## src/rtl/aste_load_sequencer_if.sv

```systemverilog
// Bus bundle for the asteroid load sequencer: level-setup writer, load memory
// port and spawn handshake. master = sequencer side, slave = environment side.
interface aste_load_sequencer_if;
   logic       start;
   logic       abort;
   logic       cfg_we;
   logic [3:0] cfg_addr;
   logic [1:0] cfg_data;
   logic       cfg_ready;
   logic       mem_we;
   logic [3:0] mem_addr;
   logic [1:0] mem_data;
   logic [1:0] mem_q;
   logic       spawn_valid;
   logic       spawn_ready;
   logic [3:0] spawn_slot;
   logic       spawn_type;
   logic [4:0] spawn_count;
   logic       busy;
   logic       done;

   modport master (
      input  start, abort, cfg_we, cfg_addr, cfg_data, mem_q, spawn_ready,
      output cfg_ready, mem_we, mem_addr, mem_data, spawn_valid, spawn_slot,
             spawn_type, spawn_count, busy, done
   );

   modport slave (
      output start, abort, cfg_we, cfg_addr, cfg_data, mem_q, spawn_ready,
      input  cfg_ready, mem_we, mem_addr, mem_data, spawn_valid, spawn_slot,
             spawn_type, spawn_count, busy, done
   );
endinterface

```

## src/rtl/aste_load_sequencer.sv

```systemverilog
// Scans the 16 x 2-bit asteroid load memory, emitting one spawn per occupied
// slot with a programmable gap; owns the memory port and grants it to the writer in IDLE.
module aste_load_sequencer #(
   parameter int GAP_CYCLES = 4
) (
   input  logic                 clk,
   input  logic                 reset_n,
   aste_load_sequencer_if.master bus
);
   localparam logic [2:0] S_IDLE  = 3'd0;
   localparam logic [2:0] S_READ  = 3'd1;
   localparam logic [2:0] S_CHECK = 3'd2;
   localparam logic [2:0] S_EMIT  = 3'd3;
   localparam logic [2:0] S_GAP   = 3'd4;
   localparam logic [2:0] S_DONE  = 3'd5;

   localparam int GW = (GAP_CYCLES < 2) ? 1 : $clog2(GAP_CYCLES);
   localparam logic [GW-1:0] GAP_LAST = GW'((GAP_CYCLES == 0) ? 0 : GAP_CYCLES - 1);

   logic [2:0]    state;
   logic [3:0]    idx;
   logic [GW-1:0] gap_cnt;
   logic [3:0]    slot_q;
   logic          type_q;
   logic [4:0]    count_q;

   always_ff @(posedge clk or negedge reset_n) begin
      if (!reset_n) begin
         state   <= S_IDLE;
         idx     <= 4'd0;
         gap_cnt <= '0;
         slot_q  <= 4'd0;
         type_q  <= 1'b0;
         count_q <= 5'd0;
      end else if (bus.abort) begin
         state <= S_IDLE;
      end else begin
         case (state)
            S_IDLE: begin
               if (bus.start) begin
                  state   <= S_READ;
                  idx     <= 4'd0;
                  count_q <= 5'd0;
               end
            end
            S_READ: state <= S_CHECK;
            S_CHECK: begin
               // mem_q here is the data for the address presented during READ
               if (bus.mem_q[1]) begin
                  slot_q <= idx;
                  type_q <= bus.mem_q[0];
                  state  <= S_EMIT;
               end else if (idx == 4'd15) begin
                  state <= S_DONE;
               end else begin
                  idx   <= idx + 4'd1;
                  state <= S_READ;
               end
            end
            S_EMIT: begin
               if (bus.spawn_ready) begin
                  count_q <= count_q + 5'd1;
                  gap_cnt <= '0;
                  if (GAP_CYCLES > 0) begin
                     state <= S_GAP;
                  end else if (idx == 4'd15) begin
                     state <= S_DONE;
                  end else begin
                     idx   <= idx + 4'd1;
                     state <= S_READ;
                  end
               end
            end
            S_GAP: begin
               if (gap_cnt == GAP_LAST) begin
                  if (idx == 4'd15) begin
                     state <= S_DONE;
                  end else begin
                     idx   <= idx + 4'd1;
                     state <= S_READ;
                  end
               end else begin
                  gap_cnt <= gap_cnt + GW'(1);
               end
            end
            S_DONE:  state <= S_IDLE;
            default: state <= S_IDLE;
         endcase
      end
   end

   // Writer owns the memory port only while idle; otherwise the scan index drives it.
   assign bus.cfg_ready   = (state == S_IDLE);
   assign bus.mem_we      = (state == S_IDLE) && bus.cfg_we;
   assign bus.mem_addr    = (state == S_IDLE) ? bus.cfg_addr : idx;
   assign bus.mem_data    = bus.cfg_data;
   assign bus.spawn_valid = (state == S_EMIT);
   assign bus.spawn_slot  = slot_q;
   assign bus.spawn_type  = type_q;
   assign bus.spawn_count = count_q;
   assign bus.busy        = (state != S_IDLE);
   assign bus.done        = (state == S_DONE);
endmodule

```

## src/flat_wrapper.sv

```systemverilog
// flat-port wrapper written by rule: the top's interface ports become plain ports
module aste_load_sequencer_flat 
#(
   parameter int GAP_CYCLES = 4
)
  (clk, reset_n, bus_start, bus_abort, bus_cfg_we, bus_cfg_addr, bus_cfg_data, bus_mem_q, bus_spawn_ready, bus_cfg_ready, bus_mem_we, bus_mem_addr, bus_mem_data, bus_spawn_valid, bus_spawn_slot, bus_spawn_type, bus_spawn_count, bus_busy, bus_done);
  aste_load_sequencer_if bus_i ();
  input  logic clk;
  input  logic reset_n;
  input wire logic [$bits(bus_i.start)-1:0] bus_start;
  input wire logic [$bits(bus_i.abort)-1:0] bus_abort;
  input wire logic [$bits(bus_i.cfg_we)-1:0] bus_cfg_we;
  input wire logic [$bits(bus_i.cfg_addr)-1:0] bus_cfg_addr;
  input wire logic [$bits(bus_i.cfg_data)-1:0] bus_cfg_data;
  input wire logic [$bits(bus_i.mem_q)-1:0] bus_mem_q;
  input wire logic [$bits(bus_i.spawn_ready)-1:0] bus_spawn_ready;
  output wire logic [$bits(bus_i.cfg_ready)-1:0] bus_cfg_ready;
  output wire logic [$bits(bus_i.mem_we)-1:0] bus_mem_we;
  output wire logic [$bits(bus_i.mem_addr)-1:0] bus_mem_addr;
  output wire logic [$bits(bus_i.mem_data)-1:0] bus_mem_data;
  output wire logic [$bits(bus_i.spawn_valid)-1:0] bus_spawn_valid;
  output wire logic [$bits(bus_i.spawn_slot)-1:0] bus_spawn_slot;
  output wire logic [$bits(bus_i.spawn_type)-1:0] bus_spawn_type;
  output wire logic [$bits(bus_i.spawn_count)-1:0] bus_spawn_count;
  output wire logic [$bits(bus_i.busy)-1:0] bus_busy;
  output wire logic [$bits(bus_i.done)-1:0] bus_done;
  assign bus_i.start = bus_start;
  assign bus_i.abort = bus_abort;
  assign bus_i.cfg_we = bus_cfg_we;
  assign bus_i.cfg_addr = bus_cfg_addr;
  assign bus_i.cfg_data = bus_cfg_data;
  assign bus_i.mem_q = bus_mem_q;
  assign bus_i.spawn_ready = bus_spawn_ready;
  assign bus_cfg_ready = bus_i.cfg_ready;
  assign bus_mem_we = bus_i.mem_we;
  assign bus_mem_addr = bus_i.mem_addr;
  assign bus_mem_data = bus_i.mem_data;
  assign bus_spawn_valid = bus_i.spawn_valid;
  assign bus_spawn_slot = bus_i.spawn_slot;
  assign bus_spawn_type = bus_i.spawn_type;
  assign bus_spawn_count = bus_i.spawn_count;
  assign bus_busy = bus_i.busy;
  assign bus_done = bus_i.done;
  aste_load_sequencer #(.GAP_CYCLES(GAP_CYCLES)) u_core (.clk(clk), .reset_n(reset_n), .bus(bus_i));
endmodule
```

## config.mk

```make
export PLATFORM = sky130hd
export DESIGN_NAME = aste_load_sequencer_flat
export DESIGN_NICKNAME = d
export VERILOG_FILES = /design/src/rtl/aste_load_sequencer_if.sv /design/src/rtl/aste_load_sequencer.sv /design/src/flat_wrapper.sv
export SDC_FILE = /design/constraint.sdc
export NUM_CORES = 1
export LEC_CHECK = 0
export BUFFER_PORTS_ARGS = -buffer_cell sky130_fd_sc_hd__buf_2
export CELL_PAD_IN_SITES_DETAIL_PLACEMENT = 0
export CELL_PAD_IN_SITES_GLOBAL_PLACEMENT = 1
export CORE_AREA = 2 2 60 62
export CTS_CLUSTER_DIAMETER = 40
export DETAILED_ROUTE_END_ITERATION = 8
export DIE_AREA = 0 0 62 64
export PLACE_DENSITY_LB_ADDON = 0.1
export SYNTH_ARGS = -nofsm -noshare
export SYNTH_HDL_FRONTEND = slang
export SYNTH_SLANG_ARGS = --single-unit
```

## constraint.sdc

```tcl
create_clock -name clk -period 2.39 [get_ports clk]
set_clock_uncertainty 0.2 [all_clocks]
set_input_delay 0.239 -clock clk [delete_from_list [all_inputs] [get_ports clk]]
set_output_delay 0.239 -clock clk [all_outputs]
set_load 0.03 [all_outputs]
```

# [Word-level counts from Yosys, hierarchy flattened]
# Index checks and enable logic that the tools add are counted.
[totals] ff_bits=19 inputBits=14 out_inout_bits=21 elab_cells=55
[op_classes] n_addsub=3 n_eq_ne=15 muxes=19 bitwise_logic=1 reduce_logical=11
[op_table] operator="$mux 4" n=5
[op_table] operator="$mux 3" n=6
[op_table] operator="$pmux 3 s5" n=1
[op_table] operator="$pmux 4 s3" n=1
[op_table] operator="$mux 5" n=2
[op_table] operator="$pmux 5 s2" n=1
[op_table] operator="$ne 2x2->1 const B" n=4
[op_table] operator="$reduce_and 4->1" n=2
[op_table] operator="$eq 3x2->1 const B" n=2
[op_table] operator="$eq 3x3->1 const B" n=2
[op_table] operator="$ne 3x3->1 const B" n=2
[op_table] operator="$reduce_and 3->1" n=2
[op_table] operator="$reduce_bool 3->1" n=2
[op_table] operator="$add 5x1->5 const B" n=1
[op_table] operator="$reduce_and 5->1" n=1
[op_table] operator="$add 4x1->4 const B" n=1
[op_table] operator="$eq 4x4->1 const B" n=1
[op_table] operator="$mux 2" n=2
[op_table] operator="$pmux 2 s2" n=1
[op_table] operator="$reduce_bool 2->1" n=2
[op_table] operator="$eq 3x1->1 const B" n=1
[op_table] operator="$logic_not 3->1" n=1
[op_table] operator="$ne 3x2->1 const B" n=1
[op_table] operator="$add 2x1->2 const B" n=1
[op_table] operator="4 further kinds" n=4

# [Depth between registers and ports, before layout]
[depth] depth_word=5 ltp_mapped=6 mapped_depth_nobuf=5

# [Worst setup path after synthesis]
# No wires, ideal clock.
[synth_timing] path_type="flip-flop to output port" startpoint="register u_core.state[2]" endpoint="output bus_mem_addr[1]" t_arrival_ps=1539 t_required_ps=1951 slack_ps=412 stages_incl_launch_ff=4 n_path_buf=1 path_cell_list="dfrtp_1 buf_2 nor3_4 mux2_1"
[synth_between] elab_chain_cells=2
[synth_lines] element="start, declared" line="aste_load_sequencer.sv:20" rtl="logic [2:0] state;"
[synth_lines] element="start signal, assigned" line="aste_load_sequencer.sv:29" rtl="state <= S_IDLE;"
[synth_lines] element="start signal, assigned" line="aste_load_sequencer.sv:36" rtl="state <= S_IDLE;"
[synth_lines] element="start signal, assigned" line="aste_load_sequencer.sv:41" rtl="state <= S_READ;"
[synth_lines] element="$logic_not 3->1"
[synth_lines] element="net bus_cfg_ready" line="flat_wrapper.sv:17" rtl="output wire logic [$bits(bus_i.cfg_ready)-1:0] bus_cfg_ready;"
[synth_lines] element="$mux 4" line="aste_load_sequencer.sv:95" rtl="assign bus.mem_addr = (state == S_IDLE) ? bus.cfg_addr : idx;"
[synth_lines] element="end, declared" line="flat_wrapper.sv:19" rtl="output wire logic [$bits(bus_i.mem_addr)-1:0] bus_mem_addr;"
# The timed path passes the listed nets, and every way through them passes these cells.

# [Worst setup path in the final report]
[layout_timing] startpoint="register u_core.state[2]" endpoint="output bus_mem_addr[3]"
[layout_between] elab_chain_cells=2
[layout_lines] element="$logic_not 3->1" line="aste_load_sequencer.sv:95"
[layout_lines] element="$mux 4" line="aste_load_sequencer.sv:95"
# No other way between the ends.

==> impl_metrics.csv <==
group,metric,value,unit
clock_network,tritoncts,"done",
drt,num_vias,988,
cells_and_area,number_of_nets_in_the_finished_design,171,
clock_network,max-clock-path-buffers,2,
cells_and_area,area_delta_synth_final,18.8,%
critical_path,crit_type,"reg2out",
clock_network,post_cts_resized,0,
run,cap_viol_max_count,0,
pwr,total_power,701,uW
clock_network,cts.hold.buffers_added,2,
global_routing,grt.total_usage,14.9,%
global_routing,grt_pass1_vias,963,
clock_network,clockRootBuffer,"clkbuf_4",
yosys,syn-mean-instance-area,9.88,sq um
min_path,worst_hold_path.num_cells,2,
floorplan,rows,21,
critical_path,cp_max_fo,14,
drt,drt_iter0_markers,38,
drt,post-route-drc-count,0,
floorplan,dieHeight,64,um
placed_design,detailed_placement_wirelength_estimate,2020,um
global_routing,grt_start_max_net_pins,20,
drt,first_pass_iteration_count_of_the_detailed_router,4,
yosys,async_reset_ff_share,100,%
cells_and_area,layout-drive-gt1-share,31.4,%
timing,setup_viol_count_final,0,
pwr,total_leakage_power,0.000715,uW
critical_path,critical_path_arrival,1.84,ns
cells_and_area,layout_commonest_cell,"buf_2",
clock_network,numClockSinks,19,
yosys,synth.yosys.warnings,0,
yosys,netlist_instances,121,
timing,fmax,438,MHz
placed_design,gp_routability_congestion,0.743,
global_routing,antenna_found_initial,0,
yosys,syn_area,0.00119,sq mm
timing,timing_worst_slew_pin_value,0.565,ns
clock_network,clock_slew_seen_by_the_registers_of_the_worst_setup_and_hold_paths,0.11,ns
timing,fin_crit,2.28,ns
timing,worst_slew_margin_rel,62.3,%
floorplan,design.core.area,0.00328,sq mm
yosys,synth-seq-area-share,39.8,%
global_routing,grt_pass1_wl,4510,um
cells_and_area,non_filler_instance_count_after_layout,199,
floorplan,die_area,0.00397,sq mm
critical_path,crit_end_category,"output port",
floorplan,start_util,36.4,%
timing,grt_setup_unrepaired,"false",
pwr,power.density,494,mW/mm^2
cells_and_area,top_library_cells_by_usage_in_the_layout_fill_and_taps_aside,"30 x buf_2, 19 x dfrtp_1, 11 x nor2_1",
status,outcome,"complete, no violations",
drt,postRouteWirelength,2710,um
floorplan,die_width,62,um
pwr,irDropWorstVdd,158,uV
clock_network,tritoncts.num_buffers,3,
timing,slew_violations,0,
clock_network,ctsHtreeMaxLevel,1,
floorplan,top_level_ports,35,
min_path,min_path_type,"in2reg",
drt,post_route_ant_nets,0,
yosys,count_of_unique_library_cells_instantiated_by_yosys,43,
critical_path,worstPathRequired,1.95,ns
yosys,synth_edf_count,0,
placed_design,dp_cells,193,
critical_path,cp-start-kind,"register",
yosys,yosys_register_bits,19,
timing,fin_tns_setup,0,ns
clock_network,clock_latency,0.29,ns
cells_and_area,antenna_diode_count,0,
drt,detail_route.wl_per_cell,13.6,um
cells_and_area,num-fill-cells,318,
yosys,ys_dominant_reg_cell,"dfrtp_1",
yosys,synth_fp_nets,138,
timing,final_report_hold_violation_count,0,
drt,avgViaCountPerCell,4.96,
global_routing,grt_overflow_total,0,
clock_network,cts_setup_buffers,0,
timing,finalCritPeriodShare,95.5,%
placed_design,port_buffers,30,
critical_path,ff2ff_path_depth,3,
==> metrics by stage <==
stage / setup WS, ns / hold WS [ns] / util [%] / area [sq um]
after global placement: 0.376 / 0.0145 / 41.8 / 1370
after detailed placement: 0.326 / 0.0185 / 41.8 / 1370
final: 0.108 / 0.0316 / 43.2 / 1420
after CTS: 0.0838 / 0.0181 / 43.2 / 1420
after global routing: 0.00457 / 0.0249 / 43.2 / 1420
after floorplan: 0.412 / -0.257 / - / 1190
==> cell type report <==
class	count	area, sq um	area share, %
clock buffers	4	26.3	1.85
repair buffers	34	185	13.0
multi-input cells	93	664	46.8
inverters	3	11.3	0.793
well taps	46	57.6	4.05
flip-flops and latches	19	475	33.5
==> final timing paths <==
check | from | endpoint | slack [ns]
min in group asynchronous | reset_n | u_core.bus.spawn_count[1]$_DFFE_PN0P_ | 0.21
worst min-delay path | bus_abort | u_core.state[0]$_DFFE_PN0P_ | 0.03
worst max-delay path | u_core.state[2]$_DFFE_PN0P_ | bus_mem_addr[3] | 0.11
worst max register to register | u_core.state[2]$_DFFE_PN0P_ | u_core.bus.spawn_slot[2]$_DFFE_PN0P_ | 0.31
max in group asynchronous | reset_n | u_core.idx[3]$_DFFE_PN0P_ | 1.47
worst min register to register | u_core.bus.spawn_slot[0]$_DFFE_PN0P_ | u_core.bus.spawn_slot[0]$_DFFE_PN0P_ | 0.32
==> where the power goes <==
group / internal [uW] / leakage [uW] / switching (uW)
registers: 339 / 0.000259 / 22.0
clock network: 64.9 / 0.0000150 / 104
logic: 68.5 / 0.000441 / 103
total: 473 / 0.000715 / 229
==> worst max-delay path, stage by stage (launching register included) <==
cell and delay [ns]:
dfrtp_1 0.58, nor3_4 0.41, mux2_2 0.38, buf_2 0.18
==> logic make-up after synthesis <==
| family | after synthesis | share of synthesized area, % |
|---|---|---|
| AND/OR/NAND/NOR | 56 | 27.4 |
| adder cells (fa/ha/maj) | 3 | 3.14 |
| flip-flops | 19 | 39.8 |
| buffers and inverters | 9 | 4.61 |
| multiplexers | 12 | 12.8 |
| AO/OA/AOI/OAI | 22 | 12.3 |
==> synthesized netlist by cell type, drive strengths merged (3+ instances only) <==
master	number	area share (%)
dfrtp	19	40
nor2	11	3.5
a21oi	4	1.7
nand3	8	3.4
inv	3	0.94
o21ai	8	3.7
buf	5	3.0
ha	3	3.1
nor3	4	2.6
mux2	11	12
nand2b	4	2.3
nor2b	4	2.1
nand2	10	3.1
==> registers in the layout, indices dropped and copies added, names as in the netlist <==
register / count
u_core.bus.spawn_count: 5
u_core.bus.spawn_slot: 4
u_core.idx: 4
u_core.state: 3
u_core.gap_cnt: 2
u_core.bus.spawn_type: 1
==> routing by layer <==
layer  part of all wire [%]  wire length [um]  up-vias  track usage [%]
li1                       -                 -      500                -
met1                     47              1260      465             18.5
met2                     49              1320       19             24.9
met3                    3.7                99        4             2.83
met4                   0.96                26        0             5.32
met5                      0                 0        -                0
Note: power is estimated with default switching activity, not from simulation.
